## src/rtl/ex_div_ctrl.sv

```systemverilog
// ex_div_ctrl: multi-cycle integer divide/remainder unit for the EX stage.
// One restoring-division step per cycle on unsigned magnitudes, with the
// sign fixed up on the way into DONE. Divide-by-zero and signed overflow
// skip the iteration and go straight to DONE.
module ex_div_ctrl #(
  parameter int DATA_WIDTH = 32
) (
  input  logic                  clk,
  input  logic                  rst_n,
  input  logic                  start_i,
  input  logic [2:0]            funct3_i,
  input  logic [DATA_WIDTH-1:0] operand1_i,
  input  logic [DATA_WIDTH-1:0] operand2_i,
  input  logic                  flush_i,
  output logic                  stall_o,
  output logic                  busy_o,
  output logic                  valid_o,
  output logic [DATA_WIDTH-1:0] result_o
);

  localparam int CW = $clog2(DATA_WIDTH + 1);
  localparam logic [CW-1:0] LAST_CNT = CW'(DATA_WIDTH - 1);
  localparam logic [DATA_WIDTH-1:0] ALL_ONES = {DATA_WIDTH{1'b1}};
  localparam logic [DATA_WIDTH-1:0] ZERO = {DATA_WIDTH{1'b0}};
  localparam logic [DATA_WIDTH-1:0] MIN_NEG = {1'b1, {(DATA_WIDTH-1){1'b0}}};

  typedef enum logic [1:0] {
    IDLE = 2'd0,
    CALC = 2'd1,
    DONE = 2'd2
  } state_e;

  state_e                state_q, state_d;
  logic [CW-1:0]         count_q, count_d;
  logic [DATA_WIDTH-1:0] rem_q, rem_d;
  logic [DATA_WIDTH-1:0] quo_q, quo_d;
  logic [DATA_WIDTH-1:0] dvsr_q, dvsr_d;
  logic                  is_rem_q, is_rem_d;
  logic                  neg_quo_q, neg_quo_d;
  logic                  neg_rem_q, neg_rem_d;
  logic [DATA_WIDTH-1:0] result_q, result_d;
  logic                  valid_q, valid_d;
  logic                  busy_q, busy_d;

  // Operand decode, special-case detection and one division step.
  logic                  op_is_div_s;
  logic                  op_is_signed_s;
  logic [DATA_WIDTH-1:0] a_mag_s;
  logic [DATA_WIDTH-1:0] b_mag_s;
  logic                  div_zero_s;
  logic                  overflow_s;
  logic                  special_s;
  logic [DATA_WIDTH-1:0] special_res_s;
  logic [DATA_WIDTH:0]   r_shift_s;
  logic [DATA_WIDTH:0]   diff_s;
  logic [DATA_WIDTH-1:0] step_rem_s;
  logic [DATA_WIDTH-1:0] step_quo_s;
  logic [DATA_WIDTH-1:0] final_res_s;

  // State and datapath registers; reset abandons any operation in flight.
  always_ff @(posedge clk or negedge rst_n) begin
    if (!rst_n) begin
      state_q   <= IDLE;
      count_q   <= {CW{1'b0}};
      rem_q     <= ZERO;
      quo_q     <= ZERO;
      dvsr_q    <= ZERO;
      is_rem_q  <= 1'b0;
      neg_quo_q <= 1'b0;
      neg_rem_q <= 1'b0;
      result_q  <= ZERO;
      valid_q   <= 1'b0;
      busy_q    <= 1'b0;
    end else begin
      state_q   <= state_d;
      count_q   <= count_d;
      rem_q     <= rem_d;
      quo_q     <= quo_d;
      dvsr_q    <= dvsr_d;
      is_rem_q  <= is_rem_d;
      neg_quo_q <= neg_quo_d;
      neg_rem_q <= neg_rem_d;
      result_q  <= result_d;
      valid_q   <= valid_d;
      busy_q    <= busy_d;
    end
  end

  // Decode the op, form magnitudes, and evaluate one restoring step.
  always_comb begin
    op_is_div_s    = (funct3_i == 3'b100) || (funct3_i == 3'b101);
    op_is_signed_s = (funct3_i == 3'b100) || (funct3_i == 3'b110);
    a_mag_s = (op_is_signed_s && operand1_i[DATA_WIDTH-1]) ? -operand1_i : operand1_i;
    b_mag_s = (op_is_signed_s && operand2_i[DATA_WIDTH-1]) ? -operand2_i : operand2_i;
    div_zero_s = (operand2_i == ZERO);
    overflow_s = op_is_signed_s && (operand1_i == MIN_NEG) && (operand2_i == ALL_ONES);
    special_s  = div_zero_s || overflow_s;
    if (div_zero_s) begin
      special_res_s = op_is_div_s ? ALL_ONES : operand1_i;
    end else begin
      special_res_s = op_is_div_s ? operand1_i : ZERO;
    end

    // Shift the next dividend bit into the partial remainder and try to subtract.
    r_shift_s = {rem_q, quo_q[DATA_WIDTH-1]};
    diff_s    = r_shift_s - {1'b0, dvsr_q};
    if (!diff_s[DATA_WIDTH]) begin
      step_rem_s = diff_s[DATA_WIDTH-1:0];
      step_quo_s = {quo_q[DATA_WIDTH-2:0], 1'b1};
    end else begin
      step_rem_s = r_shift_s[DATA_WIDTH-1:0];
      step_quo_s = {quo_q[DATA_WIDTH-2:0], 1'b0};
    end

    if (is_rem_q) begin
      final_res_s = neg_rem_q ? -step_rem_s : step_rem_s;
    end else begin
      final_res_s = neg_quo_q ? -step_quo_s : step_quo_s;
    end
  end

  // Next-state logic plus datapath register updates.
  always_comb begin
    state_d   = state_q;
    count_d   = count_q;
    rem_d     = rem_q;
    quo_d     = quo_q;
    dvsr_d    = dvsr_q;
    is_rem_d  = is_rem_q;
    neg_quo_d = neg_quo_q;
    neg_rem_d = neg_rem_q;
    result_d  = result_q;
    case (state_q)
      IDLE: begin
        if (flush_i) begin
          state_d = IDLE;
        end else if (start_i) begin
          rem_d     = ZERO;
          quo_d     = a_mag_s;
          dvsr_d    = b_mag_s;
          count_d   = {CW{1'b0}};
          is_rem_d  = !op_is_div_s;
          neg_quo_d = op_is_signed_s && (operand1_i[DATA_WIDTH-1] ^ operand2_i[DATA_WIDTH-1]);
          neg_rem_d = op_is_signed_s && operand1_i[DATA_WIDTH-1];
          if (special_s) begin
            state_d  = DONE;
            result_d = special_res_s;
          end else begin
            state_d  = CALC;
          end
        end else begin
          state_d = IDLE;
        end
      end
      CALC: begin
        if (flush_i) begin
          state_d = IDLE;
          count_d = {CW{1'b0}};
        end else begin
          rem_d   = step_rem_s;
          quo_d   = step_quo_s;
          count_d = count_q + {{(CW-1){1'b0}}, 1'b1};
          if (count_q == LAST_CNT) begin
            state_d  = DONE;
            result_d = final_res_s;
          end else begin
            state_d  = CALC;
          end
        end
      end
      DONE: begin
        state_d = IDLE;
      end
      default: begin
        state_d = IDLE;
        count_d = {CW{1'b0}};
      end
    endcase
    valid_d = (state_d == DONE);
    busy_d  = (state_d != IDLE);
  end

  // Outputs: stall is combinational so the pipeline freezes in the accept cycle.
  always_comb begin
    stall_o  = ((state_q == IDLE) && start_i && !flush_i) || (state_q == CALC);
    busy_o   = busy_q;
    valid_o  = valid_q;
    result_o = result_q;
  end

endmodule

```

## config.mk

```make
export PLATFORM = sky130hd
export DESIGN_NAME = ex_div_ctrl
export DESIGN_NICKNAME = d
export VERILOG_FILES = /design/src/rtl/ex_div_ctrl.sv
export SDC_FILE = /design/constraint.sdc
export NUM_CORES = 1
export LEC_CHECK = 0
export CAP_MARGIN = 20
export CORE_ASPECT_RATIO = 0.5
export CORE_MARGIN = 3
export CORE_UTILIZATION = 40
export CTS_CLUSTER_DIAMETER = 30
export DETAILED_ROUTE_END_ITERATION = 8
export PLACE_DENSITY = 0.68
export SYNTH_ARGS = -nofsm -noshare
export SYNTH_HDL_FRONTEND = slang
export SYNTH_SLANG_ARGS = --single-unit
export TNS_END_PERCENT = 1
```

## constraint.sdc

```tcl
create_clock -name clk -period 5.85 [get_ports clk]
set_input_delay 0.8775 -clock clk [delete_from_list [all_inputs] [get_ports clk]]
set_output_delay 0.8775 -clock clk [all_outputs]
set_load 0.01 [all_outputs]
```

======== Word level (Yosys, flattened, before mapping) ========
Cells that the tools add are included.
word-level totals
  flip-flop bits (word level) ............. 141
  latch bits .............................. 0
  memory bits (writable) .................. 0
  bits in read-only memories .............. 0
  output and inout port bits .............. 35
  logic and storage cells ................. 89
  memories kept ........................... 0
operators by class
  $add $sub $neg .......................... 6
  $mul .................................... 0
  div/mod/pow operators ................... 0
  order comparisons ....................... 0
  eq/ne operators ......................... 14
  shift-type cells ........................ 0
  multiplexer cells ....................... 34
  bitwise logic cells ..................... 3
  reduce and logical (&&, ||, !) cells .... 21
operators with widths
  cell                  number
  $mux 32               20
  $pmux 32 s2           3
  $neg 32->32           4
  $eq 32x32->1 const B  2
  $sub 33x32->33        1
  $logic_not 32->1      1
  $mux 6                3
  $pmux 6 s3            1
  $mux 2                5
  $ne 2x2->1 const B    5
  $eq 3x3->1 const B    3
  $logic_and 1x1->1     7
  $add 6x1->6 const B   1
  $eq 6x5->1 const B    1
  $reduce_and 3->1      2
  $reduce_and 6->1      1
  $eq 2x2->1 const B    2
  $logic_or 1x1->1      4
  $pmux 2 s2            1
  $reduce_and 4->1      1
  $reduce_bool 2->1     2
  $eq 2x1->1 const B    1
  $logic_not 1->1       2
  $logic_not 2->1       1
  3 further kinds       4

======== Longest topological paths before layout ========
Gate-level depths: netlist (run 1).
  word-level depth ........................ 10
  depth in mapped cells ................... 27
  gate-level depth less buffers ........... 24

======== Least setup slack after synthesis (run 1) ========
No wires, ideal clock.
  path type ............................... register -> register
  start point ............................. register quo_q[31]
  end point ............................... register result_q[30], in the netlist result_o[30]
  library setup time ...................... 0.072 ns
  data arrival time ....................... 5.053 ns
  data required time ...................... 5.778 ns
  path slack .............................. 0.726 ns
  cell stages (with the launch flop) ...... 28
  cells stage by stage .................... dfrtp_1 inv_1 ha_1 inv_1 fa_1 a211oi_1 o21a_2 a211oi_2 o2111a_1 nor3_2 nor2_2 inv_2 buf_4 buf_2 buf_4 buf_2 ha_1 nand2_1 or4_1 nand2b_1 nand2b_1 o21ai_0 xnor2_1 nand3_1 nand3_1 nor2_1 mux2_2 nor2_1
between the ends
  longest elaborated chain between the ends .. 8
  elaborated cells between the ends (all ways) .. 11
  those cells by class .................... add/sub: 3; mux: 8
RTL lines
  element                                   RTL line  source
  start: declaration                        36        logic [DATA_WIDTH-1:0] quo_q, quo_d;
  start signal: assignment                  78        quo_q <= quo_d;
  $sub 33x32->33                            106       diff_s = r_shift_s - {1'b0, dvsr_q};
  $mux 1 / $mux 32 (equally long branches)  107       if (!diff_s[DATA_WIDTH]) begin
  $neg 32->32 (on tied branches)            118, 116
  $mux 32 (on tied branches)                118, 116
  $mux 32 *                                 115       if (is_rem_q) begin
  $mux 32 *                                 163       if (count_q == LAST_CNT) begin
  $mux 32 *                                 156       if (flush_i) begin
  $pmux 32 s2 *                             133       case (state_q)
  end signal: assignment                    83        result_q <= result_d;
  end: declaration                          41        logic [DATA_WIDTH-1:0] result_q, result_d;
Mark *: on every way between the ends. The rest lies on a longest branch, timed or not. The select of a mux whose other input is x is not followed.
A chain may end at the register's enable or synchronous reset.

======== Worst setup path after layout (run 1) ========
Same ends and word-level chain as after synthesis.

==> results by group, run 1 <==
Global route
  – Initial antenna violation count: 0
  – Grt total ovfl: 0
  – Largest net degree at the start of global routing: 101
  – Number of global-route vias before repair: 10630
  – GRT Total Usage: 24.14%
  – First-pass GRT wire length: 60800 um

Critical path
  – CP startpoint: quo_q[31]$_DFFE_PN0P_
  – Crit Path Max Fanout: 14
  – Crit Reg-Reg Endpoint: result_o[30]$_DFFE_PN0P_
  – Critical path class: reg -> reg
  – R2r worst-path depth: 24
  – Crit path to: result_o[30]$_DFFE_PN0P_
  – Critical path capture point type: flop
  – CP Data Required Time: 6.23 ns
  – FF-to-FF Start: quo_q[31]$_DFFE_PN0P_
  – Setup crit start kind: flop
  – Worst Path Arrival: 5.58 ns
  – Flop-to-flop setup slack: 0.65 ns

Pwr
  – Power Total: 6.601 mW
  – Sw Share: 50.95%
  – Power Dens Cells: 481.5 nW/um^2
  – Clk pwr share: 16.4%
  – Comb power frac: 62.1%
  – Part of the power in registers: 21.4%
  – Internal Pwr Total: 3.238 mW
  – VDD IR-drop max: 482.9 uV
  – NetSw: 3.363 mW
  – P_leak: 5.531 nW

Layout
  – Nets: 1721
  – Layout Utilization: 48.45%
  – Final std cells w/o fill: 2006
  – Growth of design area from synthesis to finish: 16.65%
  – Most frequent cells in the layout: o21ai_0 (206), nand2_1 (200), a21oi_1 (146)
  – FF/Latch Area: 3528 sq um
  – Filler instances: 2805
  – Ant. Diodes: 0
  – Area of the multi-input gates: 7665 sq um
  – Share of layout cells above drive strength 1: 5.234%
  – Commonest non-fill, non-tap cell in the layout: o21ai_0

Drt
  – Routed metal-1 wirelength: 18400 um
  – Met3 WL post-DR: 3029 um
  – DRT Wirelength: 38740 um
  – DRC Markers: 0
  – Routed Antenna Nets: 0
  – Vias: 11870
  – Routed met2 length: 16670 um
  – Iter 0 DRT Violations: 1430
  – WL/cell: 19.31 um
  – Vias per inst: 5.918
  – 1st-pass router iterations: 6
  – Highest metal used: met4

Synth
  – Post-synthesis sequential area ratio: 30.02%
  – Post-synth cell types: 84
  – Top_reg_cell synth: dfrtp_1
  – Number of synthesized flops with an enable pin: 0
  – Net Count, Synth: 1661
  – Synthesized area: 11750 sq um
  – Register bit total from synthesis: 141
  – FFs w/ async S/R, synth: 100.0%
  – Cells after Synth: 1551
  – Ys Warns: 0
  – Syn_area_per_cell: 7.578 sq um

Floorplan
  – Initial Utilization: 41.53%
  – Die H: 127.2 um
  – Row count: 43
  – Total die area: 31600 sq um
  – IO Pins: 106
  – CORE AREA: 28300 sq um
  – Die Width: 248.4 um

Timing
  – Relative slew margins: 33.10%
  – Final Max Tran Viols: 0
  – Worst-margin pin slew: 1.003 ns
  – Final setup vio count: 0
  – Period utilization: 88.85%
  – RSZ-0062 raised after global routing: false
  – Fin crit period: 5.197 ns
  – Final hold violations: 0
  – Worst clock skew: 0.01209 ns
  – Setup TNS Final: 0 ns
  – Max Fclk: 192.4 MHz

Clock tree
  – Setup Buffers After CTS: 0
  – CTS tree: yes
  – Clk_lat worst skew: 0.45 ns
  – H-tree levels: 4
  – Post-CTS sizing: 0
  – Clock Root Buffer: clkbuf_16
  – Clock transition at path regs: 0.07 ns
  – Num Clock Sinks: 141
  – Clock Tree Buf Depth: 2
  – Inserted Clock Buffers: 17
  – Hold-fix buffers, CTS: 0

Placed design
  – RePlAce Congestion: 0.9337
  – PortBufs: 105
  – Hpwl dp: 29180 um
  – Placed Cells incl. Taps: 1974

Status
  – Status: complete, no violations

Flow run
  – Max_cap viols: 0

Worst hold path
  – Min-Delay Path Class: reg -> reg
==> cell usage after synthesis (7+ instances only) <==
cell type  instances  area (sq um)
mux2i_1           19         190.2
a21o_1            16         120.1
nand3_1           27         135.1
o22ai_1            7         43.79
nor3_1            31         155.2
clkbuf_1          60         225.2
nor2b_1            9         56.30
o31ai_1           20         150.1
o21a_1             8         60.06
inv_1             59         221.5
nand2_1          200         750.7
xor2_1            51         446.7
xnor2_1           80         700.7
and2_1            14         87.58
a211oi_1          16         120.1
o21ai_0          206          1031
nand2b_1          14         87.58
buf_1              7         26.28
a21oi_1          146         730.7
nor2_1           137         514.2
buf_2             14         70.07
o211ai_1          12         90.09
o21ai_1           13         65.06
nand4_1           20         125.1
or4_1             14         105.1
ha_1              38         475.5
and3_1             8         50.05
a31oi_1           22         137.6
dfrtp_1          141          3528
nor4_1            13         81.33
or3_1             20         125.1
==> critical path: stages (launching register included) <==
cell      delay, ns
dfrtp_1        0.41
inv_1          0.10
ha_1           0.17
inv_1          0.06
fa_1           0.43
a211oi_1       0.27
o21a_2         0.25
a211oi_2       0.12
o2111a_1       0.28
nor3_2         0.33
nor2_4         0.05
inv_2          0.24
nor2_1         0.07
a21oi_1        0.23
ha_1           0.25
nand2_1        0.07
a211oi_1       0.22
inv_1          0.08
nor3_1         0.19
mux2i_1        0.24
nor2_1         0.26
nand3_1        0.13
o41ai_2        0.23
mux2_2         0.36
nor2_1         0.10
==> power by group through the flow <==
stage	combinational, mW	clock (mW)	sequential [mW]
6_report	4.10	1.09	1.41
2_1_floorplan	2.93	0	1.33
3_5_place_dp	3.94	0	1.42
5_1_grt	4.44	1.14	1.44
4_1_cts	3.98	1.09	1.40
3_3_place_gp	3.94	0	1.41
==> area by class of cell <==
type	count	area share (%)
clock inverter	14	0.9673
timing repair buffer	126	9.062
multi-input combinational	1265	55.90
clock buffer	18	3.203
inverter	60	1.643
tap	382	3.486
sequential	141	25.73
==> logic make-up (layout without fill, tap and decap cells) <==
group,count (synthesis),count (layout),share of synthesized area (%)
fa+ha+maj,39,39,4.215
compound gates,540,540,27.83
flops,141,141,30.02
mux,24,24,2.118
xor+xnor,131,131,9.762
buf+inv,145,218,4.971
simple gates,531,531,21.09
==> stage by stage <==
| stage | area [sq um] | hold slack, ns | setup slack, ns |
|---|---|---|---|
| 6_report | 13710 | 0.4871 | 0.6525 |
| 4_1_cts | 13710 | 0.4893 | 0.6965 |
| 5_1_grt | 13710 | 0.5010 | 0.1983 |
| 3_3_place_gp | 13110 | 0.4653 | 0.8515 |
| 2_1_floorplan | 11750 | 0.4428 | 0.7257 |
| 3_5_place_dp | 13140 | 0.4757 | 0.7075 |
==> state kept, by name, summed over array words and instances (netlist names) <==
register / cells
count_q: 6
state_q: 2
quo_q: 32
rem_q: 32
valid_o: 1
dvsr_q: 32
neg_rem_q: 1
result_o: 32
busy_o: 1
is_rem_q: 1
neg_quo_q: 1
==> how the worst min path moves through the flow <==
stage                             endpoint  cells after the start                    from  slack, ns
finish              dvsr_q[25]$_DFFE_PN0P_                      2  dvsr_q[25]$_DFFE_PN0P_       0.49
CTS                 dvsr_q[24]$_DFFE_PN0P_                      2  dvsr_q[24]$_DFFE_PN0P_       0.49
detailed placement  dvsr_q[24]$_DFFE_PN0P_                      2  dvsr_q[24]$_DFFE_PN0P_       0.48
floorplan           count_q[5]$_DFFE_PN0P_                      1  count_q[5]$_DFFE_PN0P_       0.44
global placement     dvsr_q[2]$_DFFE_PN0P_                      2   dvsr_q[2]$_DFFE_PN0P_       0.47
global route        count_q[5]$_DFFE_PN0P_                      1  count_q[5]$_DFFE_PN0P_       0.50
==> routing by layer <==
metal,global-route usage (%),vias up
li1,-,5686
met1,35.93,5670
met2,36.38,470
met3,4.353,46
met4,5.550,0
met5,0,-
No activity file was read; power rests on OpenSTA's default activity.
==> run 2, diff against run 1 <==
Settings changed: CORE_UTILIZATION 40 to 55, PLACE_DENSITY 0.68 to 0.86.
==> results by group, run 2 (same netlist as run 1, synthesis figures left out) <==
Floorplan
  – IO Pins: 106 (unchanged)
  – Row count: 37 (-14%)
  – Initial Utilization: 56.67% (+15 points)
  – CORE AREA: 20740 sq um (-27%)
  – Die Width: 212.7 um (-14%)
  – Total die area: 23270 sq um (-26%)
  – Die H: 109.4 um (-14%)

Clock tree
  – CTS tree: yes
  – Clk_lat worst skew: 0.45 ns (about the same)
  – Num Clock Sinks: 141 (unchanged)
  – Setup Buffers After CTS: 0 (unchanged)
  – Hold-fix buffers, CTS: 0 (unchanged)
  – Clock Root Buffer: clkbuf_16
  – H-tree levels: 4 (unchanged)
  – Inserted Clock Buffers: 17 (unchanged)
  – Post-CTS sizing: 0 (unchanged)
  – Clock transition at path regs: 0.07 ns (about the same)
  – Clock Tree Buf Depth: 2 (unchanged)

Placed design
  – PortBufs: 105 (unchanged)
  – Placed Area: 12920 sq um (-1.7%)
  – Worst slack at placement: 0.7164 ns (+0.008868 ns)
  – Hpwl dp: 29540 um (+1.2%)
  – Placed Cells incl. Taps: 1858 (-5.9%)
  – RePlAce Congestion: 0.9849 (+5.5%)

Drt
  – WL/cell: 20.90 um (+8.2%)
  – Iter 0 DRT Violations: 1912 (+34%)
  – DRC Markers: 0 (unchanged)
  – Routed Antenna Nets: 0 (unchanged)
  – 1st-pass router iterations: 6 (unchanged)
  – Vias: 12410 (+4.5%)
  – DRT Wirelength: 39520 um (+2.0%)
  – Vias per inst: 6.563 (+11%)

Critical path
  – Setup crit start kind: flop
  – CP startpoint: rem_q[16]$_DFFE_PN0P_
  – Critical path capture point type: flop
  – FF-to-FF Start: rem_q[16]$_DFFE_PN0P_
  – Crit Path Max Fanout: 14 (unchanged)
  – Worst Path Arrival: 5.66 ns (+0.08 ns)
  – CP Data Required Time: 6.24 ns (about the same)
  – Critical path class: reg -> reg

Timing
  – Period utilization: 90.16% (+1.3 points)
  – Final setup vio count: 0 (unchanged)
  – Fin crit period: 5.274 ns (+0.07667 ns)
  – Max Fclk: 189.6 MHz (-1.5%)
  – RSZ-0062 raised after global routing: false
  – Relative slew margins: 22.85% (-10 points)
  – Final setup margin: 0.5759 ns (-0.07667 ns)
  – Worst-margin pin slew: 1.157 ns (+0.1538 ns)
  – Setup TNS Final: 0 ns (unchanged)
  – Hold WS: 0.3450 ns (-0.1421 ns)
  – Final hold violations: 0 (unchanged)
  – Final Max Tran Viols: 0 (unchanged)
  – Worst clock skew: 0.01380 ns (+0.001714 ns)

Layout
  – Most frequent cells in the layout: o21ai_0 (206), nand2_1 (200), a21oi_1 (146)
  – Commonest non-fill, non-tap cell in the layout: o21ai_0
  – Layout Utilization: 65.11% (+17 points)
  – Growth of design area from synthesis to finish: 14.89%
  – Share of layout cells above drive strength 1: 4.821% (-0.41 points)
  – Nets: 1715 (-0.35%)
  – Filler instances: 1777 (-37%)
  – Ant. Diodes: 0 (unchanged)
  – Post-Layout Inst Area: 13500 sq um (-1.5%)
  – Final std cells w/o fill: 1891 (-5.7%)

Global route
  – GR Util met1: 50.32% (+14 points)
  – Largest net degree at the start of global routing: 106 (+5.0%)
  – M3 GR Usage: 7.041% (+2.7 points)
  – Number of global-route vias before repair: 11270 (+6.1%)
  – Initial antenna violation count: 0 (unchanged)
  – First-pass GRT wire length: 62130 um (+2.2%)
  – Grt total ovfl: 0 (unchanged)
  – GR peak layer: met2
  – Met2 Resource Use GR: 50.37% (+14 points)
  – GRT Total Usage: 34.22% (+10 points)

Pwr
  – P_leak: 5.497 nW (-0.63%)
  – VDD IR-drop max: 353.0 uV (-27%)
  – Power Dens Cells: 495.1 nW/um^2 (+2.8%)
  – Power Total: 6.686 mW (+1.3%)

Flow run
  – Max_cap viols: 0 (unchanged)

Status
  – Status: complete, no violations

Worst hold path
  – Min-Delay Path Class: in -> async
==> run 2: cell count changes in the layout (fill, tap and decap cells not counted) <==
cell	change
clkinv_2	+2
inv_8	-1
clkinv_4	+2
inv_6	-2
clkbuf_1	+1
clkinvlp_4	-2
buf_12	-1
buf_4	-5
==> run 2: layout make-up <==
type / count / area [sq um] / share of cell area (%)
clock buffers: 19 / 442.9 / 3.280
repair buffers: 120 / 1185 / 8.774
flip-flops and latches: 141 / 3528 / 26.13
clock inverters: 13 / 116.4 / 0.8617
well taps: 273 / 341.6 / 2.529
multi-input cells: 1265 / 7665 / 56.76
inverters: 60 / 225.2 / 1.668
==> run 2: layer usage <==
metal / routed length [um] / vias to the layer above / share of wire (%)
met5: 0 / - / 0
met4: 1008 / 0 / 2.6
met3: 4647 / 89 / 12
met2: 16670 / 793 / 42
met1: 17200 / 5849 / 44
li1: - / 5679 / -
==> run 2: worst paths after layout <==
path / end / slack [ns] / cells after the start
setup / recovery: result_o[30]$_DFFE_PN0P_ / 0.58 / 20
hold / removal: rem_q[7]$_DFFE_PN0P_ / 0.34 / 1
setup reg to reg: result_o[30]$_DFFE_PN0P_ / 0.58 / 20
hold reg to reg: dvsr_q[27]$_DFFE_PN0P_ / 0.49 / 2
max in group asynchronous: quo_q[29]$_DFFE_PN0P_ / 4.61 / 2
min in group clk: dvsr_q[27]$_DFFE_PN0P_ / 0.49 / 2
==> run 2: report_power, final <==
part | leakage (nW) | total (mW) | switching [mW] | internal [mW]
clock network | 0.281 | 1.07 | 0.468 | 0.597
logic | 3.41 | 4.18 | 2.71 | 1.47
registers | 1.80 | 1.44 | 0.280 | 1.16
==> run 2: worst max-delay path: stages, from the launching register on <==
cell and delay (ns):
dfrtp_1 0.48, ha_1 0.48, a21oi_1 0.35, o211ai_1 0.23, a221oi_2 0.33, o21ai_0 0.17
nor3_2 0.40, nor2_4 0.06, inv_2 0.24, mux2i_1 0.31, ha_1 0.25, nand2_1 0.07
a211oi_1 0.19, inv_1 0.10, nor3_1 0.19, mux2i_1 0.22, nor2_1 0.29, nand3_1 0.13
o41ai_2 0.25, mux2_2 0.37, nor2_1 0.09
